### src/rtl/prg_loader_if.sv
// -----------------------------------------------------------------------------
// sdram_bus : request/acknowledge word bus between a loader and an SDRAM
//             controller.
//
// Signals
//   req        one-cycle request strobe (master -> slave)
//   we         1 = write, 0 = read (master -> slave)
//   address    word address, ADDR_W bits (master -> slave)
//   data_write 16-bit write data (master -> slave)
//   data_read  16-bit read data, valid with ack (slave -> master)
//   ack        one-cycle pulse completing the current request (slave -> master)
// -----------------------------------------------------------------------------
interface sdram_bus #(
   parameter int ADDR_W = 22
);
   logic              req;
   logic              we;
   logic [ADDR_W-1:0] address;
   logic [15:0]       data_write;
   logic [15:0]       data_read;
   logic              ack;

   modport master (
      output req, we, address, data_write,
      input  data_read, ack
   );

   modport slave (
      input  req, we, address, data_write,
      output data_read, ack
   );
endinterface

### src/rtl/prg_loader.sv
// -----------------------------------------------------------------------------
// prg_loader : packs an incoming byte stream into 16-bit words and writes them
//              to consecutive SDRAM word addresses. The even byte of each pair
//              lands in the low half of the word; an odd trailing byte is
//              padded with 8'hFF in the high half.
//
// Optional feature: define PRG_LOADER_VERIFY_EN to read every word back after
// writing it and raise a sticky error flag on mismatch. Without the macro the
// read-back states do not exist and error is tied low.
//
// Ports
//   clk       sole clock, rising edge
//   reset     synchronous active-high reset
//   start     one-cycle pulse starting a load (only honoured in IDLE)
//   base      first word address, sampled on accepted start
//   len       byte count, sampled on accepted start
//   in_valid  byte stream valid
//   in_ready  byte stream ready (high only while collecting bytes)
//   in_data   byte stream data
//   ram       sdram_bus master port
//   busy      high whenever not IDLE
//   done      one-cycle pulse when the load finishes
//   error     sticky read-back mismatch flag, cleared by accepted start
// -----------------------------------------------------------------------------
module prg_loader #(
   parameter int ADDR_W = 22,
   parameter int LEN_W  = 16
) (
   input  logic              clk,
   input  logic              reset,
   input  logic              start,
   input  logic [ADDR_W-1:0] base,
   input  logic [LEN_W-1:0]  len,
   input  logic              in_valid,
   output logic              in_ready,
   input  logic [7:0]        in_data,
   sdram_bus.master          ram,
   output logic              busy,
   output logic              done,
   output logic              error
);

   typedef enum logic [2:0] {
      IDLE,
      LO,
      HI,
      WRITE,
      WAIT
`ifdef PRG_LOADER_VERIFY_EN
      ,
      RD,
      RWAIT
`endif
   } state_t;

   state_t            state, state_next;
   logic [ADDR_W-1:0] addr, addr_next;
   logic [LEN_W-1:0]  remaining, remaining_next;
   logic [15:0]       word, word_next;
   logic              done_q, done_next;

`ifdef PRG_LOADER_VERIFY_EN
   logic              err_q, err_next;
   assign error = err_q;
`else
   assign error = 1'b0;
`endif

   // The bus address and data are always the current word and address
   // registers; they are only meaningful while req is high, and both
   // registers clear on reset so the bus idles at zero.
   assign ram.address    = addr;
   assign ram.data_write = word;
   assign busy           = (state != IDLE);
   assign done           = done_q;

   // State and datapath registers. done is registered so that a zero-length
   // start produces its pulse on the following cycle.
   always_ff @(posedge clk) begin
      if (reset) begin
         state     <= IDLE;
         addr      <= '0;
         remaining <= '0;
         word      <= '0;
         done_q    <= 1'b0;
`ifdef PRG_LOADER_VERIFY_EN
         err_q     <= 1'b0;
`endif
      end else begin
         state     <= state_next;
         addr      <= addr_next;
         remaining <= remaining_next;
         word      <= word_next;
         done_q    <= done_next;
`ifdef PRG_LOADER_VERIFY_EN
         err_q     <= err_next;
`endif
      end
   end

   // Next-state and output decode. The word finishes either after its high
   // byte or, when the stream runs out on a low byte, with an FF pad. A
   // completed word (or its read-back) advances the address and either
   // returns for more bytes or ends the load.
   always_comb begin
      state_next     = state;
      addr_next      = addr;
      remaining_next = remaining;
      word_next      = word;
      done_next      = 1'b0;
      in_ready       = 1'b0;
      ram.req        = 1'b0;
      ram.we         = 1'b0;
`ifdef PRG_LOADER_VERIFY_EN
      err_next       = err_q;
`endif

      case (state)
         IDLE: begin
            if (start) begin
`ifdef PRG_LOADER_VERIFY_EN
               err_next = 1'b0;
`endif
               if (len == '0) begin
                  done_next = 1'b1;
               end else begin
                  state_next     = LO;
                  addr_next      = base;
                  remaining_next = len;
               end
            end
         end

         LO: begin
            in_ready = 1'b1;
            if (in_valid) begin
               word_next[7:0] = in_data;
               remaining_next = remaining - LEN_W'(1);
               if (remaining != LEN_W'(1)) begin
                  state_next = HI;
               end else begin
                  word_next[15:8] = 8'hFF;
                  state_next      = WRITE;
               end
            end
         end

         HI: begin
            in_ready = 1'b1;
            if (in_valid) begin
               word_next[15:8] = in_data;
               remaining_next  = remaining - LEN_W'(1);
               state_next      = WRITE;
            end
         end

         WRITE: begin
            ram.req    = 1'b1;
            ram.we     = 1'b1;
            state_next = WAIT;
         end

         WAIT: begin
            if (ram.ack) begin
`ifdef PRG_LOADER_VERIFY_EN
               state_next = RD;
`else
               addr_next = addr + ADDR_W'(1);
               if (remaining != '0) begin
                  state_next = LO;
               end else begin
                  done_next  = 1'b1;
                  state_next = IDLE;
               end
`endif
            end
         end

`ifdef PRG_LOADER_VERIFY_EN
         RD: begin
            ram.req    = 1'b1;
            state_next = RWAIT;
         end

         RWAIT: begin
            if (ram.ack) begin
               if (ram.data_read != word) begin
                  err_next = 1'b1;
               end
               addr_next = addr + ADDR_W'(1);
               if (remaining != '0) begin
                  state_next = LO;
               end else begin
                  done_next  = 1'b1;
                  state_next = IDLE;
               end
            end
         end
`endif

         default: begin
            state_next = IDLE;
         end
      endcase
   end

endmodule

### src/flat_wrapper.sv
// flat-port wrapper written by rule: the top's interface ports become plain ports
module prg_loader_flat 
#(
   parameter int ADDR_W = 22,
   parameter int LEN_W  = 16
)
  (clk, reset, start, base, len, in_valid, in_ready, in_data, busy, done, error, ram_req, ram_we, ram_address, ram_data_write, ram_data_read, ram_ack);
  sdram_bus #(.ADDR_W(ADDR_W)) ram_i ();
  input  logic clk;
  input  logic reset;
  input  logic start;
  input  logic [ADDR_W-1:0] base;
  input  logic [LEN_W-1:0] len;
  input  logic in_valid;
  output logic in_ready;
  input  logic [7:0] in_data;
  output logic busy;
  output logic done;
  output logic error;
  output wire logic [$bits(ram_i.req)-1:0] ram_req;
  output wire logic [$bits(ram_i.we)-1:0] ram_we;
  output wire logic [$bits(ram_i.address)-1:0] ram_address;
  output wire logic [$bits(ram_i.data_write)-1:0] ram_data_write;
  input wire logic [$bits(ram_i.data_read)-1:0] ram_data_read;
  input wire logic [$bits(ram_i.ack)-1:0] ram_ack;
  assign ram_req = ram_i.req;
  assign ram_we = ram_i.we;
  assign ram_address = ram_i.address;
  assign ram_data_write = ram_i.data_write;
  assign ram_i.data_read = ram_data_read;
  assign ram_i.ack = ram_ack;
  prg_loader #(.ADDR_W(ADDR_W), .LEN_W(LEN_W)) u_core (.clk(clk), .reset(reset), .start(start), .base(base), .len(len), .in_valid(in_valid), .in_ready(in_ready), .in_data(in_data), .ram(ram_i), .busy(busy), .done(done), .error(error));
endmodule
### config.mk
export PLATFORM = sky130hd
export DESIGN_NAME = prg_loader_flat
export DESIGN_NICKNAME = d
export VERILOG_FILES = /design/src/rtl/prg_loader_if.sv /design/src/rtl/prg_loader.sv /design/src/flat_wrapper.sv
export SDC_FILE = /design/constraint.sdc
export NUM_CORES = 1
export LEC_CHECK = 0
export BUFFER_PORTS_ARGS = -buffer_cell sky130_fd_sc_hd__buf_2
export CORE_MARGIN = 2
export CORE_UTILIZATION = 48
export CTS_CLUSTER_SIZE = 20
export DETAILED_ROUTE_END_ITERATION = 12
export PLACE_DENSITY = 0.85
export SLEW_MARGIN = 20
export SYNTH_ARGS = -nofsm -noshare
export SYNTH_HDL_FRONTEND = slang
export SYNTH_SLANG_ARGS = --single-unit
### constraint.sdc
create_clock -name clk -period 3.7 [get_ports clk]
set_input_delay 1.11 -clock clk [delete_from_list [all_inputs] [get_ports clk]]
set_output_delay 1.11 -clock clk [all_outputs]
set_load 0.005 [all_outputs]
# Yosys cells after proc, flatten, opt, wreduce, memory -nomap -nowiden

Index checks and enable logic that the tools add are counted.

Memories kept: 0
Memory bits (read-only): 0
Bits in writable memories: 0
Bits in latches: 0
Bits of input ports: 67
Bits in registers: 58
Output and inout bits: 44
Word-level logic and storage cells: 60

Order comparisons: 0
Equal/unequal tests: 12
Divide/modulo/power cells: 0
Bitwise operators: 0
Multiplexer cells: 27
Multipliers: 0
Shift operators: 0
Reductions and logical operators: 13
Add/subtract/negate cells: 2

Operators with widths:

| kind                                                                      | number |
|---|---|
| 22-bit 2-to-1 mux                                                         | 3 |
| 16-bit 2-to-1 mux                                                         | 4 |
| 22-bit case mux with 2 select lines                                       | 1 |
| 16-bit case mux with 2 select lines                                       | 1 |
| 22-bit by 1-bit adder with 22-bit output (second input constant)          | 1 |
| 16-bit logical NOT                                                        | 1 |
| 8-bit 2-to-1 mux                                                          | 2 |
| 16-bit by 1-bit inequality test with 1-bit output (second input constant) | 1 |
| 8-bit case mux with 2 select lines                                        | 1 |
| 16-bit nonzero test                                                       | 1 |
| 16-bit by 1-bit subtractor with 16-bit output (second input constant)     | 1 |
| 3-bit 2-to-1 mux                                                          | 5 |
| 3-bit case mux with 5 select lines                                        | 1 |
| 2-bit inequality test (second input constant)                             | 6 |
| 4-bit AND reduction                                                       | 3 |
| 1-bit 2-to-1 mux                                                          | 8 |
| 3-bit by 2-bit == test with 1-bit output (second input constant)          | 2 |
| 2-bit nonzero test                                                        | 3 |
| 5-bit AND reduction                                                       | 1 |
| 3-bit by 1-bit == test with 1-bit output (second input constant)          | 1 |
| 3-bit == test (second input constant)                                     | 1 |
| 3-bit logical NOT                                                         | 1 |
| 3-bit nonzero test                                                        | 1 |
| 2-bit by 1-bit inequality test with 1-bit output (second input constant)  | 1 |
| other kinds (3)                                                           | 3 |

# Longest topological paths before layout

Depth after elaboration: 4
Mapped depth: 9
Gate-level depth less buffers: 7

# Least setup slack after synthesis

Ideal clock, no wire load.

Path type: input to register
Start point: input len[2]
End point: register u_core.remaining[12]
Setup time: 0.132 ns
Slack: 0.728 ns
Arrival time: 2.840 ns
Path buffers: 1
Stages on the path: 6
Data required time: 3.568 ns
Cells stage by stage: or4_1 -> o41a_1 -> a22oi_4 -> buf_4 -> or2_2 -> a211oi_2

Word-level cells in the longest chain between the ends: 3

RTL lines:

| what                            | RTL line           | text |
|---|---|---|
| start, declared                 | flat_wrapper.sv:13 | `input logic [LEN_W-1:0] len;` |
| 16-bit logical NOT              | prg_loader.sv:124  | `if (len == '0) begin` |
| 2-bit inequality test (no line) | --                 |  |
| 4-bit AND reduction (no line)   | --                 |  |
| end signal, assigned            | prg_loader.sv:92   | `remaining <= remaining_next;` |
| end, declared                   | prg_loader.sv:58   | `logic [LEN_W-1:0] remaining, remaining_next;` |

Every way passes these cells.
A chain may end at the register's enable or synchronous reset.

# Worst setup path after layout

Start point: input len[2]
End point: register u_core.addr[15], in the netlist u_core.ram.address[15]

Word-level cells in the longest chain between the ends: 3

RTL lines:

| what                            | RTL line          | text |
|---|---|---|
| 16-bit logical NOT              | prg_loader.sv:124 |  |
| 2-bit inequality test (no line) | --                |  |
| 4-bit AND reduction (no line)   | --                |  |
| end signal, assigned            | prg_loader.sv:91  | `addr <= addr_next;` |
| end, declared                   | prg_loader.sv:57  | `logic [ADDR_W-1:0] addr, addr_next;` |

Every way passes these cells.

==> key figures <==
Min path
  – Min-Delay Endpoint: u_core.ram.data_write[6]
  – Worst hold path class: reg -> reg
  – Worst hold stages: 2
  – Hold Crit Start: u_core.ram.data_write[6]

Clocking
  – CTS sink count: 58
  – # H-tree levels: 3
  – Clk buf depth: 2
  – Clock slew seen by the registers of the worst setup and hold paths: ~0.06 ns
  – Cts hold-fix bufs: 0
  – Setup Buffers After CTS: 0
  – CTS Root Cell: clkbuf_8
  – CTS tree: built
  – PostCTS Resize Cnt: 0
  – Clock Latency Late Sink: around 0.34 ns
  – Num CTS Buffers: 9

Global routing
  – Vias in the first global route: 3,401
  – First-pass GRT wire length: approximately 16,000 um
  – Total Routing Usage GR: 25.3%
  – Antenna violations before repair: 0
  – Overflow after GRT: 0
  – Largest net degree at the start of global routing: 35

Drt
  – Final WL: a little over 10,000 um
  – DRC: 0
  – Vias: 3,896
  – First-pass DRT Iterations: 5
  – Wire per inst: 15.8 um
  – Detail Route Antenna Nets: 0
  – Vias/cell: about 6.0
  – Initial drt markers: approximately 310

Yosys
  – Synth unique cells: 58
  – Syn Area/Cell: 7.49 um2
  – Number of synthesized flops with an enable pin: 0
  – Post-synth ARST share: 0%
  – Dominant synthesized flop cell: dfxtp_1
  – Leading area contributor after synthesis: dfxtp_1
  – Register area share after synthesis: roughly a third
  – Area of the mapped netlist: 3470 um2
  – Most area-consuming cells after synthesis: dfxtp_1, a21oi_1, nand2_1
  – Yosys reg bits: 58
  – Top-area cell type share of the netlist area: 33.5%
  – Mapped Cells: 463
  – Syn nets: approximately 530
  – Synth warn: 0

Cells and area
  – Design Area, Final: around 4100 um2
  – Core Util, Final: 59.8%
  – Nets: 614
  – P&R area growth vs syn: 19.1%
  – # fillers: 650
  – # diodes: 0
  – Share of cells above drive strength 1: 23.4%
  – Layout Cells excl Fill: roughly 640

Timing
  – RSZ-0062 raised after global routing: no
  – Setup ws final: ~0.67 ns
  – Clk_skew: around 0.014 ns
  – Final setup violation count: 0
  – Final min period: slightly above 3 ns
  – Max-slew headroom: about 30%
  – Period utilisation layout: roughly 82%
  – TNS Setup: 0 ns
  – Achievable Freq: approximately 330 MHz
  – Measured slew at the worst slew-check pin: between 1 and 1.5 ns
  – Final Hold Vio Count: 0
  – Final Slew Violations: 0

Pwr
  – Fraction of power spent switching nets: slightly below 40%
  – Int Power: between 1 and 1.5 mW
  – Seq pwr share: about two fifths
  – Static leakage: around 1.7 nW
  – Peak VDD IR: around 260 uV
  – Combinational Power Share: about 36%
  – PwrDens: around 520 nW/um2
  – Switching power: 0.843 mW
  – Clk pwr share: between 20% and 30%

Setup path
  – Worst Path Max Fanout: 18
  – Worst path arrival time: roughly 3.3 ns
  – Setup crit end kind: register
  – Critical Path Source: len[2]
  – WP data required: between 3 and 4 ns
  – R2r startpoint: u_core.ram.address[0]
  – Critical path launch point type: primary input
  – Flop-to-flop setup slack: between 1 and 1.5 ns
  – RR Endpoint: u_core.ram.address[18]
  – Cells on worst reg2reg path: 6
  – Crit Path Class: in -> reg

Place
  – PortBufs: just over 90
  – Placed Area: between 3000 and 4000 um2
  – DP Wirelength: between 7000 and 8000 um
  – Cell count after placement: around 630
  – Setup WS pre-CTS: between 0.3 and 0.4 ns
  – Final Wtd Congestion: 0.926

Job
  – Max Cap Viol: 0

Floorplan
  – Row Count: 30
  – Core area: approximately 6900 um2
  – Die Y: between 80 and 90 um
  – I/O pin count: approximately 110
  – Die W: slightly below 90 um
  – Die area: 7920 um2
  – Starting density of the core: about half

Outcome
  – Run status: finished, final reports clean
[kinds of logic (layout without fill, tap and decap cells)]
group | after synthesis | count (layout) | synth area share, %
simple gates | 204 | 204 | 30.1
compound gates | 150 | 150 | 28.3
other cells | 1 | 1 | 0.108
flops | 58 | 58 | 33.5
fa+ha+maj | 4 | 4 | 1.44
buf+inv | 43 | 128 | 5.81
mux | 1 | 1 | 0.289
xor+xnor | 2 | 2 | 0.505
[power by group through the flow]
stage	combinational (mW)	sequential (mW)	clock [mW]
after CTS	0.768	0.825	0.551
final	0.780	0.829	0.549
after global routing	0.854	0.844	0.578
after floorplan	0.584	0.807	0
after global placement	0.737	0.829	0
after detailed placement	0.759	0.838	0
[worst max-delay path: stages]
cell and delay [ns]:
buf_2 0.10, or4_1 0.61, o41a_1 0.60, a21oi_4 0.51, a22oi_1 0.14, a21oi_1 0.20
[cells in the mapped netlist, drive strengths merged (3+ instances only)]
library cell  instances
nand2b                5
clkbuf               17
nand3                19
a31oi                 9
a211oi               14
nor4                 11
and3                  3
or2                   3
o21ai                29
nor2                 48
or3                   6
o32ai                 7
and4                  3
a21oi                57
nand4                 9
nand2                59
nor2b                 4
a211o                 3
a21o                 13
or4                  10
nor3                  9
ha                    4
buf                  13
inv                  12
dfxtp                58
a22oi                 3
nor3b                 3
nand3b                4
and2                  4
[cells in the final DEF (no fill, tap or decap), types with 4 or more instances in the layout]
cell type / netlist / routed
nand2_1: 59 / 59
nor2b_1: 4 / 4
buf_2: 5 / 93
a21o_1: 13 / 13
clkbuf_8: 0 / 12
ha_1: 4 / 4
nand2b_1: 5 / 5
dfxtp_1: 58 / 58
and2_1: 4 / 4
nand3_1: 18 / 18
nor4_1: 9 / 9
inv_1: 12 / 12
a21oi_1: 56 / 56
or3_1: 6 / 6
o32ai_1: 7 / 7
nor3_1: 9 / 9
nor2_1: 47 / 47
a211oi_1: 13 / 13
buf_4: 3 / 6
nand3b_1: 4 / 4
or4_1: 10 / 10
nand4_1: 8 / 8
o21ai_1: 13 / 13
o21ai_0: 15 / 15
a31oi_1: 9 / 9
[layout make-up]
class / instances / area [um2] / area share [%]
Clock inverter: 2 / 10.0 / 0.242
Multi-Input combinational cell: 362 / 2100 / 51.0
Timing Repair Buffer: 99 / 510 / 12.4
Inverter: 13 / 48.8 / 1.18
Sequential cell: 58 / 1160 / 28.1
Clock buffer: 14 / 173 / 4.18
Tap cell: 96 / 120 / 2.91
[flip-flops by register name (all words and copies together) (netlist names)]
signal,flops
u_core.ram.data_write,16
u_core.state,3
u_core.done,1
u_core.remaining,16
u_core.ram.address,22
[per-stage QoR]
stage	power, mW	hold WS [ns]
6_report	2.16	0.453
4_1_cts	2.14	0.457
2_1_floorplan	1.39	0.453
3_3_place_gp	1.57	0.439
3_5_place_dp	1.60	0.448
5_1_grt	2.28	0.482
[worst max path at each step]
stage,cells past startpoint,end
after floorplan,6,u_core.remaining[12]
after global placement,7,u_core.remaining[0]
after detailed placement,7,u_core.remaining[0]
after CTS,7,u_core.remaining[12]
after global routing,6,u_core.ram.address[2]
final,6,u_core.ram.address[15]
[layer usage]
layer | up-vias | track usage (%) | share of wire, % | wire (um)
met2 | 197 | 41.7 | 47 | 4800
met3 | 19 | 3.79 | 7.0 | 715
met4 | 0 | 10.6 | 2.0 | 206
li1 | 1862 | - | - | -
met5 | - | 0 | 0 | 0
met1 | 1818 | 33.3 | 44 | 4440
Power figures use the tool's default switching activity.
